**config.mk**
```make
export PLATFORM = sky130hd
export DESIGN_NAME = brightness_ramp_ctrl
export DESIGN_NICKNAME = d
export VERILOG_FILES = /design/src/rtl/brightness_pkg.sv /design/src/rtl/rise_edge_det.sv /design/src/rtl/brightness_ramp_ctrl.sv
export SDC_FILE = /design/constraint.sdc
export NUM_CORES = 1
export LEC_CHECK = 0
export BUFFER_PORTS_ARGS = -buffer_cell sky130_fd_sc_hd__buf_2
export CORE_MARGIN = 8
export CORE_UTILIZATION = 35
export DETAILED_ROUTE_END_ITERATION = 6
export SKIP_LAST_GASP = 1
export SYNTH_ARGS = -nofsm -noshare
export SYNTH_HDL_FRONTEND = slang
export SYNTH_SLANG_ARGS = --single-unit
```
**constraint.sdc**
```tcl
create_clock -name clk -period 4 [get_ports clk]
set_input_delay 1 -clock clk [delete_from_list [all_inputs] [get_ports clk]]
set_output_delay 1 -clock clk [all_outputs]
set_load 0.01 [all_outputs]
```
**src/rtl/brightness_pkg.sv**
```systemverilog
`default_nettype none
// ============================================================================
// brightness_pkg : shared widths, limits and FSM states for brightness_ramp_ctrl
// Revision 1.0
// ============================================================================
package brightness_pkg;

  localparam int BRIGHT_W = 4;
  localparam logic [BRIGHT_W-1:0] BRIGHT_MAX = 4'd15;

  typedef enum logic [2:0] {
    MANUAL  = 3'd0,
    RISE    = 3'd1,
    HOLD_HI = 3'd2,
    FALL    = 3'd3,
    HOLD_LO = 3'd4
  } ramp_state_t;

endpackage
`default_nettype wire

```
**src/rtl/rise_edge_det.sv**
```systemverilog
`default_nettype none
// ============================================================================
// rise_edge_det : one-cycle pulse on a 0->1 transition of a synchronised level
// Revision 1.0
// ============================================================================
module rise_edge_det (
  input  logic clk,
  input  logic rst_n,
  input  logic d,
  output logic rise
);

  logic d_q;

  // Delay register keeps tracking the input regardless of enable.
  always_ff @(posedge clk or negedge rst_n) begin
    if (!rst_n) d_q <= 1'b0;
    else        d_q <= d;
  end

  assign rise = d & ~d_q;

endmodule
`default_nettype wire

```
**src/rtl/brightness_ramp_ctrl.sv**
```systemverilog
`default_nettype none
// ============================================================================
// brightness_ramp_ctrl : manual / auto-fade brightness operand for the shader
// Revision 1.0
// ============================================================================
module brightness_ramp_ctrl
  import brightness_pkg::*;
#(
  parameter int STEP_DIV   = 1_000_000,
  parameter int HOLD_STEPS = 8
) (
  input  logic                clk,
  input  logic                rst_n,
  input  logic                enable,
  input  logic                mode,
  input  logic                btn_up,
  input  logic                btn_down,
  output logic [BRIGHT_W-1:0] bright,
  output logic                ramping,
  output logic                step_tick
);

  localparam int PRESC_W = $clog2(STEP_DIV);
  localparam int HOLD_W  = $clog2(HOLD_STEPS) + 1;
  localparam logic [PRESC_W-1:0] PRESC_LAST = PRESC_W'(STEP_DIV - 1);
  localparam logic [HOLD_W-1:0]  HOLD_LAST  = HOLD_W'(HOLD_STEPS - 1);

  ramp_state_t          state;
  logic [PRESC_W-1:0]   presc;
  logic [HOLD_W-1:0]    hold_cnt;
  logic                 up_rise;
  logic                 down_rise;
  logic                 up_ev;
  logic                 down_ev;

  rise_edge_det u_up_det (
    .clk   (clk),
    .rst_n (rst_n),
    .d     (btn_up),
    .rise  (up_rise)
  );

  rise_edge_det u_down_det (
    .clk   (clk),
    .rst_n (rst_n),
    .d     (btn_down),
    .rise  (down_rise)
  );

  assign up_ev     = up_rise & ~down_rise;
  assign down_ev   = down_rise & ~up_rise;
  assign step_tick = enable && (state != MANUAL) && (presc == PRESC_LAST);

  always_ff @(posedge clk or negedge rst_n) begin
    if (!rst_n) begin
      state    <= MANUAL;
      ramping  <= 1'b0;
      bright   <= '0;
      presc    <= '0;
      hold_cnt <= '0;
    end else if (!enable) begin
      presc <= '0;
    end else if (state == MANUAL) begin
      if (mode) begin
        state   <= RISE;
        ramping <= 1'b1;
        presc   <= '0;
      end else if (up_ev && bright != BRIGHT_MAX) begin
        bright <= bright + 1'b1;
      end else if (down_ev && bright != '0) begin
        bright <= bright - 1'b1;
      end
    end else if (!mode) begin
      state    <= MANUAL;
      ramping  <= 1'b0;
      presc    <= '0;
      hold_cnt <= '0;
    end else begin
      presc <= step_tick ? '0 : presc + 1'b1;
      if (step_tick) begin
        // Each ramp spends one extra step at the extreme before handing over.
        case (state)
          RISE: begin
            if (bright == BRIGHT_MAX) begin
              state    <= HOLD_HI;
              ramping  <= 1'b0;
              hold_cnt <= '0;
            end else begin
              bright <= bright + 1'b1;
            end
          end
          HOLD_HI: begin
            if (hold_cnt == HOLD_LAST) begin
              state   <= FALL;
              ramping <= 1'b1;
            end else begin
              hold_cnt <= hold_cnt + 1'b1;
            end
          end
          FALL: begin
            if (bright == '0) begin
              state    <= HOLD_LO;
              ramping  <= 1'b0;
              hold_cnt <= '0;
            end else begin
              bright <= bright - 1'b1;
            end
          end
          HOLD_LO: begin
            if (hold_cnt == HOLD_LAST) begin
              state   <= RISE;
              ramping <= 1'b1;
            end else begin
              hold_cnt <= hold_cnt + 1'b1;
            end
          end
          default: begin
            state   <= MANUAL;
            ramping <= 1'b0;
          end
        endcase
      end
    end
  end

endmodule
`default_nettype wire

```
==> reports/results.tsv, run 1 <==
metric	value	unit
finalCritPeriodShare	79.8	%
period_needed	3190	ps
drt_pass1_iterations	4	
worstMarginPinSlew	784	ps
hp-class	flop to flop	
start_util	36.1	%
ctsResizeCount	0	
fp.dieH	91.3	um
clock_path_buffers	2	
peakVddDrop	184	uV
rsz0062_at_grt	no	
die_w	91.3	um
dieArea	0.00834	mm2
syn_inst	214	
drc_errors	0	
maxCapViolations	0	
wl_per_cell	13.7	um
p_leak	0.902	nW
vias_per_cell	5.32	
slew_headroom	47.7	%
timing.fmax	313	MHz
vias	1584	
hpwl	2890	um
area_growth	9.76	%
arrival	2190	ps
synth_area_leaders	dfrtp_1 43%, nand2_1 4.5%, xnor2_1 4.4%	
diodes	0	
fin_tns_setup	0	ps
ys_warn_count	0	
ctsRootBufferMaster	clkbuf_8	
use_met3	2.55	%
grt_pass1_wl	7340	um
worstPathRequired	3000	ps
fin_skew	8.35	ps
cp_max_fo	6	
cts_made_buffers	5	
yosysTopAreaCell	dfrtp_1	
drt_iter0_markers	147	
rows	27	
ys_types	52	
synth_common_cells	34 x dfrtp_1, 24 x nand2_1, 22 x nor2_1, 15 x nand3_1, 12 x o21ai_0	
fin_nets	236	
antenna_found_initial	0	
synth_area_per_cell	9.28	um2
core_area	0.00551	mm2
cts_sinks	34	
synth_seq_cells	34	
synth.most_common_cell	dfrtp_1	
clk_pin_slew	60	ps
setup_violations	0	
slew_viol_final	0	
track_usage	10.4	%
h-tree-depth	2	
seq_area_frac_synth	42.8	%
endpoint_kind	primary output	
wl	4100	um
io-pin-count	12	
synth_area	0.00199	mm2
clk-insertion-delay-late	290	ps
status	completed	
place_congestion	0.804	
portBuffers	11	
async_flop_share	100	%
grt_busiest_layer	met2	
criticalPathCategory	flop to primary output	
fillCellCount	546	
start_kind	flop	
hold_viol	0	
met1_usage	13.0	%
grt_max_degree	35	
syn_nets	224	
drive_gt1_share	14.2	%
synth_top_area_share	42.8	%
gr-total-overflow	0	
synth_ff_type	dfrtp_1	
met2_usage	16.6	%
power_density	480	mW/mm2
cts_setup_buffers	0	
grt_pass1_vias	1581	
cts_hold_buf	0	
final_util	39.6	%
ant_nets	0	
synth_edf_count	0	
tritoncts	done	
[report_power, final]
part           switching [W]  internal (W)
registers          0.0000821      0.000386
logic               0.000188      0.000151
clock network       0.000122      0.000117
[per-stage QoR]
stage                     instance area [um2]  instances  total power [W]  hold slack [ps]  setup slack, ps
final                                    2180        298          0.00105              502              807
after detailed placement                 2100        291         0.000815              492             1130
after global routing                     2180        298          0.00113              513              674
after CTS                                2180        298          0.00106              510              807
after floorplan                          1990        214         0.000726              469             1380
after global placement                   2100        291         0.000812              475             1180
[metal layers]
metal,share of wire (%),up-vias,wire length (um)
met3,4.1,6,168
met1,49,757,1990
li1,-,793,-
met4,1.8,0,73
met2,46,28,1870
met5,0,-,0
[registers in the layout, summed over array words and instances (netlist names)]
signal / count
bright: 4
u_down_det.d_q: 1
ramping: 1
u_up_det.d_q: 1
presc: 20
hold_cnt: 4
state: 3
[path summary, 6_finish.rpt]
path | from | end | slack, ps | cells past startpoint
hold reg to reg | ramping | ramping | 500 | 1
setup reg to reg | presc[6] | hold_cnt[0] | 1490 | 5
setup / recovery | presc[6] | step_tick | 810 | 5
max in group asynchronous | rst_n | presc[9] | 2710 | 1
min in group asynchronous | rst_n | presc[5] | 790 | 1
hold / removal | ramping | ramping | 500 | 1
[final cells by class]
cell class | count | area [um2] | share of cell area [%]
multi-input cells | 165 | 1070 | 49.0
flip-flops and latches | 34 | 851 | 39.0
inverters | 8 | 30.0 | 1.38
well taps | 72 | 90.1 | 4.13
repair buffers | 12 | 62.6 | 2.87
clock buffers | 5 | 68.8 | 3.16
clock inverters | 2 | 10.0 | 0.459
[critical path, cell delays in order (launching register included)]
cell and delay [ps]:
dfrtp_1 420, or4b_4 570, nor4_4 470, nand3_1 220
inv_1 100, buf_2 130
[layout by cell type (no fill, tap or decap), types with 2 or more instances in the layout]
cell      netlist  final
buf_2           1     11
nor3_2          2      2
inv_1           8      8
dfrtp_1        34     34
and3_1          2      2
nand3_1        15     15
nor2b_1         5      5
clkinv_2        0      2
o31ai_1         3      3
nor2_1         22     22
nand2_1        24     24
ha_1            4      4
o21ai_0        12     12
clkbuf_8        1      5
nand3b_1        3      3
a21oi_1         5      5
o21a_1          2      2
or3_1           2      2
a221o_1         2      2
a31oi_1         3      3
nor4_1          4      4
nor3_1          6      6
nand2b_1        2      2
nand4_1         3      3
xor2_1          7      7
xnor2_1        10     10
nor3b_1         2      2
[cells by family after synthesis]
| logic type | count (synthesis) | share of synthesized area (%) |
|---|---|---|
| AOI/OAI and AO/OA | 40 | 14.7 |
| and+or+nand+nor | 102 | 28.0 |
| buffers and inverters | 15 | 3.40 |
| xor gates and xnor gates | 17 | 7.49 |
| DFF | 34 | 42.8 |
| muxes | 2 | 1.07 |
| adders and majority gates | 4 | 2.52 |
Note: power is estimated with default switching activity, not from simulation.
==> run 2, diff against run 1 <==
==> constraint.sdc (replaced) <==
create_clock -name clk -period 2.71 [get_ports clk]
set_input_delay 0.6775 -clock clk [delete_from_list [all_inputs] [get_ports clk]]
set_output_delay 0.6775 -clock clk [all_outputs]
set_load 0.01 [all_outputs]
==> run 2 against run 1 <==
Compared with the run above:
- worst hold slack got worse by 33 ps
- cell area rose by 3.6%
- global-route usage rose by 0.60 points
- clock power rose by 55%
- die area did not move
- final cell count rose by 2.7%
- power rose by 53%
- worst setup slack got worse by 740 ps
- clock skew fell by 4.6 ps
- non-clock buffer count rose by 9
- via count rose by 1.2%
- sequential power rose by 38%
- largest cell class unchanged
==> reports/results.tsv, run 2 (synthesis results as in run 1) <==
metric	value	unit	change
largest-register	presc		unchanged
hpwl	3020	um	was 2890 um
final_cells	306		was 298
fin_skew	3.78	ps	was 8.35 ps
fin_tns_setup	0	ps	unchanged
drc_errors	0		unchanged
vias	1603		was 1584
clock_path_buffers	2		unchanged
slew_headroom	48.3	%	was 47.7%
maxCapViolations	0		unchanged
core_area	0.00551	mm2	unchanged
sw_frac_of_total	36.2	%	was 37.5%
track_usage	11.0	%	was 10.4%
drt_iter0_markers	145		was 147
cp_max_fo	3		was 6
portBuffers	11		unchanged
criticalPathCategory	flop to primary output		unchanged
fp.dieH	91.3	um	unchanged
p_switching	0.000578	W	was 0.000392 W
worstMarginPinSlew	775	ps	was 784 ps
wl_per_cell	14.1	um	was 13.7 um
start_util	36.1	%	unchanged
placed_cell_area	0.00215	mm2	was 0.00210 mm2
hold_viol	0		unchanged
antenna_found_initial	0		unchanged
h-tree-depth	2		unchanged
dp_cells	297		was 291
start_kind	flop		unchanged
reg_top3	presc x20, bright x4, hold_cnt x4		unchanged
tritoncts	done		unchanged
dieArea	0.00834	mm2	unchanged
r2r_end	hold_cnt[3]		was hold_cnt[0]
cts_made_buffers	5		unchanged
r2r_cells	8		was 5
place_congestion	0.813		was 0.804
slew_viol_final	0		unchanged
rrSetupSlack	190	ps	was 1490 ps
p_int	0.00102	W	was 0.000654 W
power.clock.fraction	23.2	%	was 22.8%
diodes	0		unchanged
endpoint_kind	primary output		unchanged
wl	4320	um	was 4100 um
drive_gt1_share	17.9	%	was 14.2%
reg2reg_from	presc[8]		was presc[6]
gr-total-overflow	0		unchanged
power_frac_comb	36.4	%	was 32.4%
p_leak	0.946	nW	was 0.902 nW
power_density	707	mW/mm2	was 480 mW/mm2
fillCellCount	548		was 546
ctsRootBufferMaster	clkbuf_8		unchanged
clk_pin_slew	60	ps	about the same
arrival	1970	ps	was 2190 ps
final_common_cell	dfrtp_1		unchanged
clk-insertion-delay-late	280	ps	was 290 ps
final_cell_area	0.00226	mm2	was 0.00218 mm2
period_needed	2650	ps	
grt_max_degree	35		unchanged
multi_input_area	0.00107	mm2	about the same
setup_violations	0		unchanged
status	completed		unchanged
drt_pass1_iterations	4		unchanged
grt_pass1_wl	7560	um	was 7340 um
peakVddDrop	337	uV	was 184 uV
cts_sinks	34		unchanged
timing.fmax	378	MHz	
largest_reg_flops	20		unchanged
fin_nets	245		was 236
area_growth	13.7	%	was 9.76%
final_cell_mix	33 x dfrtp_1, 24 x nand2_1, 22 x nor2_1		was 34 x dfrtp_1, 24 x nand2_1, 22 x nor2_1
worstPathRequired	2030	ps	was 3000 ps
seq_area	852	um2	was 851 um2
io-pin-count	12		unchanged
vias_per_cell	5.24		was 5.32
finalCritPeriodShare	97.6	%	
seq_power_share	40.5	%	was 44.8%
rows	27		unchanged
die_w	91.3	um	unchanged
hp-class	input port to asynchronous set/reset pin		was flop to flop
ant_nets	0		unchanged
grt_pass1_vias	1576		was 1581
==> run 2: cell type report <==
cell class | instances | share of cell area [%]
clock buffers | 6 | 3.66
multi-input cells | 165 | 47.5
inverters | 8 | 1.33
well taps | 72 | 3.99
repair buffers | 21 | 5.76
flip-flops and latches | 34 | 37.7
==> run 2: worst max-delay path by stage <==
stage	start	endpoint	slack (ps)
final	presc[8]	step_tick	60
after floorplan	presc[6]	step_tick	410
after global placement	presc[6]	step_tick	340
after detailed placement	presc[6]	bright[3]	270
after global routing	presc[11]	step_tick	-7
after CTS	presc[7]	step_tick	5
==> run 2: what timing repair did <==
item	4_1_cts	5_1_grt
gates resized for setup	1	1
endpoints found under the setup margin	1	1
pin swaps	1	3
hold buffers	0	0
setup buffers	0	3
==> run 2: power by group through the flow <==
stage	Combinational [W]	Clock [W]	Sequential, W
2_1_floorplan	0.000423	0	0.000649
3_3_place_gp	0.000580	0	0.000655
3_5_place_dp	0.000583	0	0.000656
4_1_cts	0.000587	0.000385	0.000647
5_1_grt	0.000654	0.000404	0.000662
6_report	0.000580	0.000370	0.000646
==> run 2: per-stage QoR <==
stage	utilization (%)	hold slack, ps	setup slack (ps)	total power (W)
floorplan	-	382	410	0.00107
global placement	39.0	477	342	0.00124
detailed placement	39.0	484	269	0.00124
CTS	40.6	500	5.33	0.00162
global route	41.0	503	-6.97	0.00172
finish	41.0	469	64.5	0.00160
==> run 2: critical path: stages (launching register included) <==
cell,delay [ps]
dfrtp_1,420
or4b_4,560
nor4_4,340
nand3_2,150
inv_1,90
buf_2,130
==> run 2: routing by layer <==
metal  up-vias  track usage [%]  share of wire, %
met5         -                0                 0
met4         0             4.50               1.7
met3         6             2.80               3.1
met2        24             17.0                46
met1       766             14.3                50
li1        807                -                 -
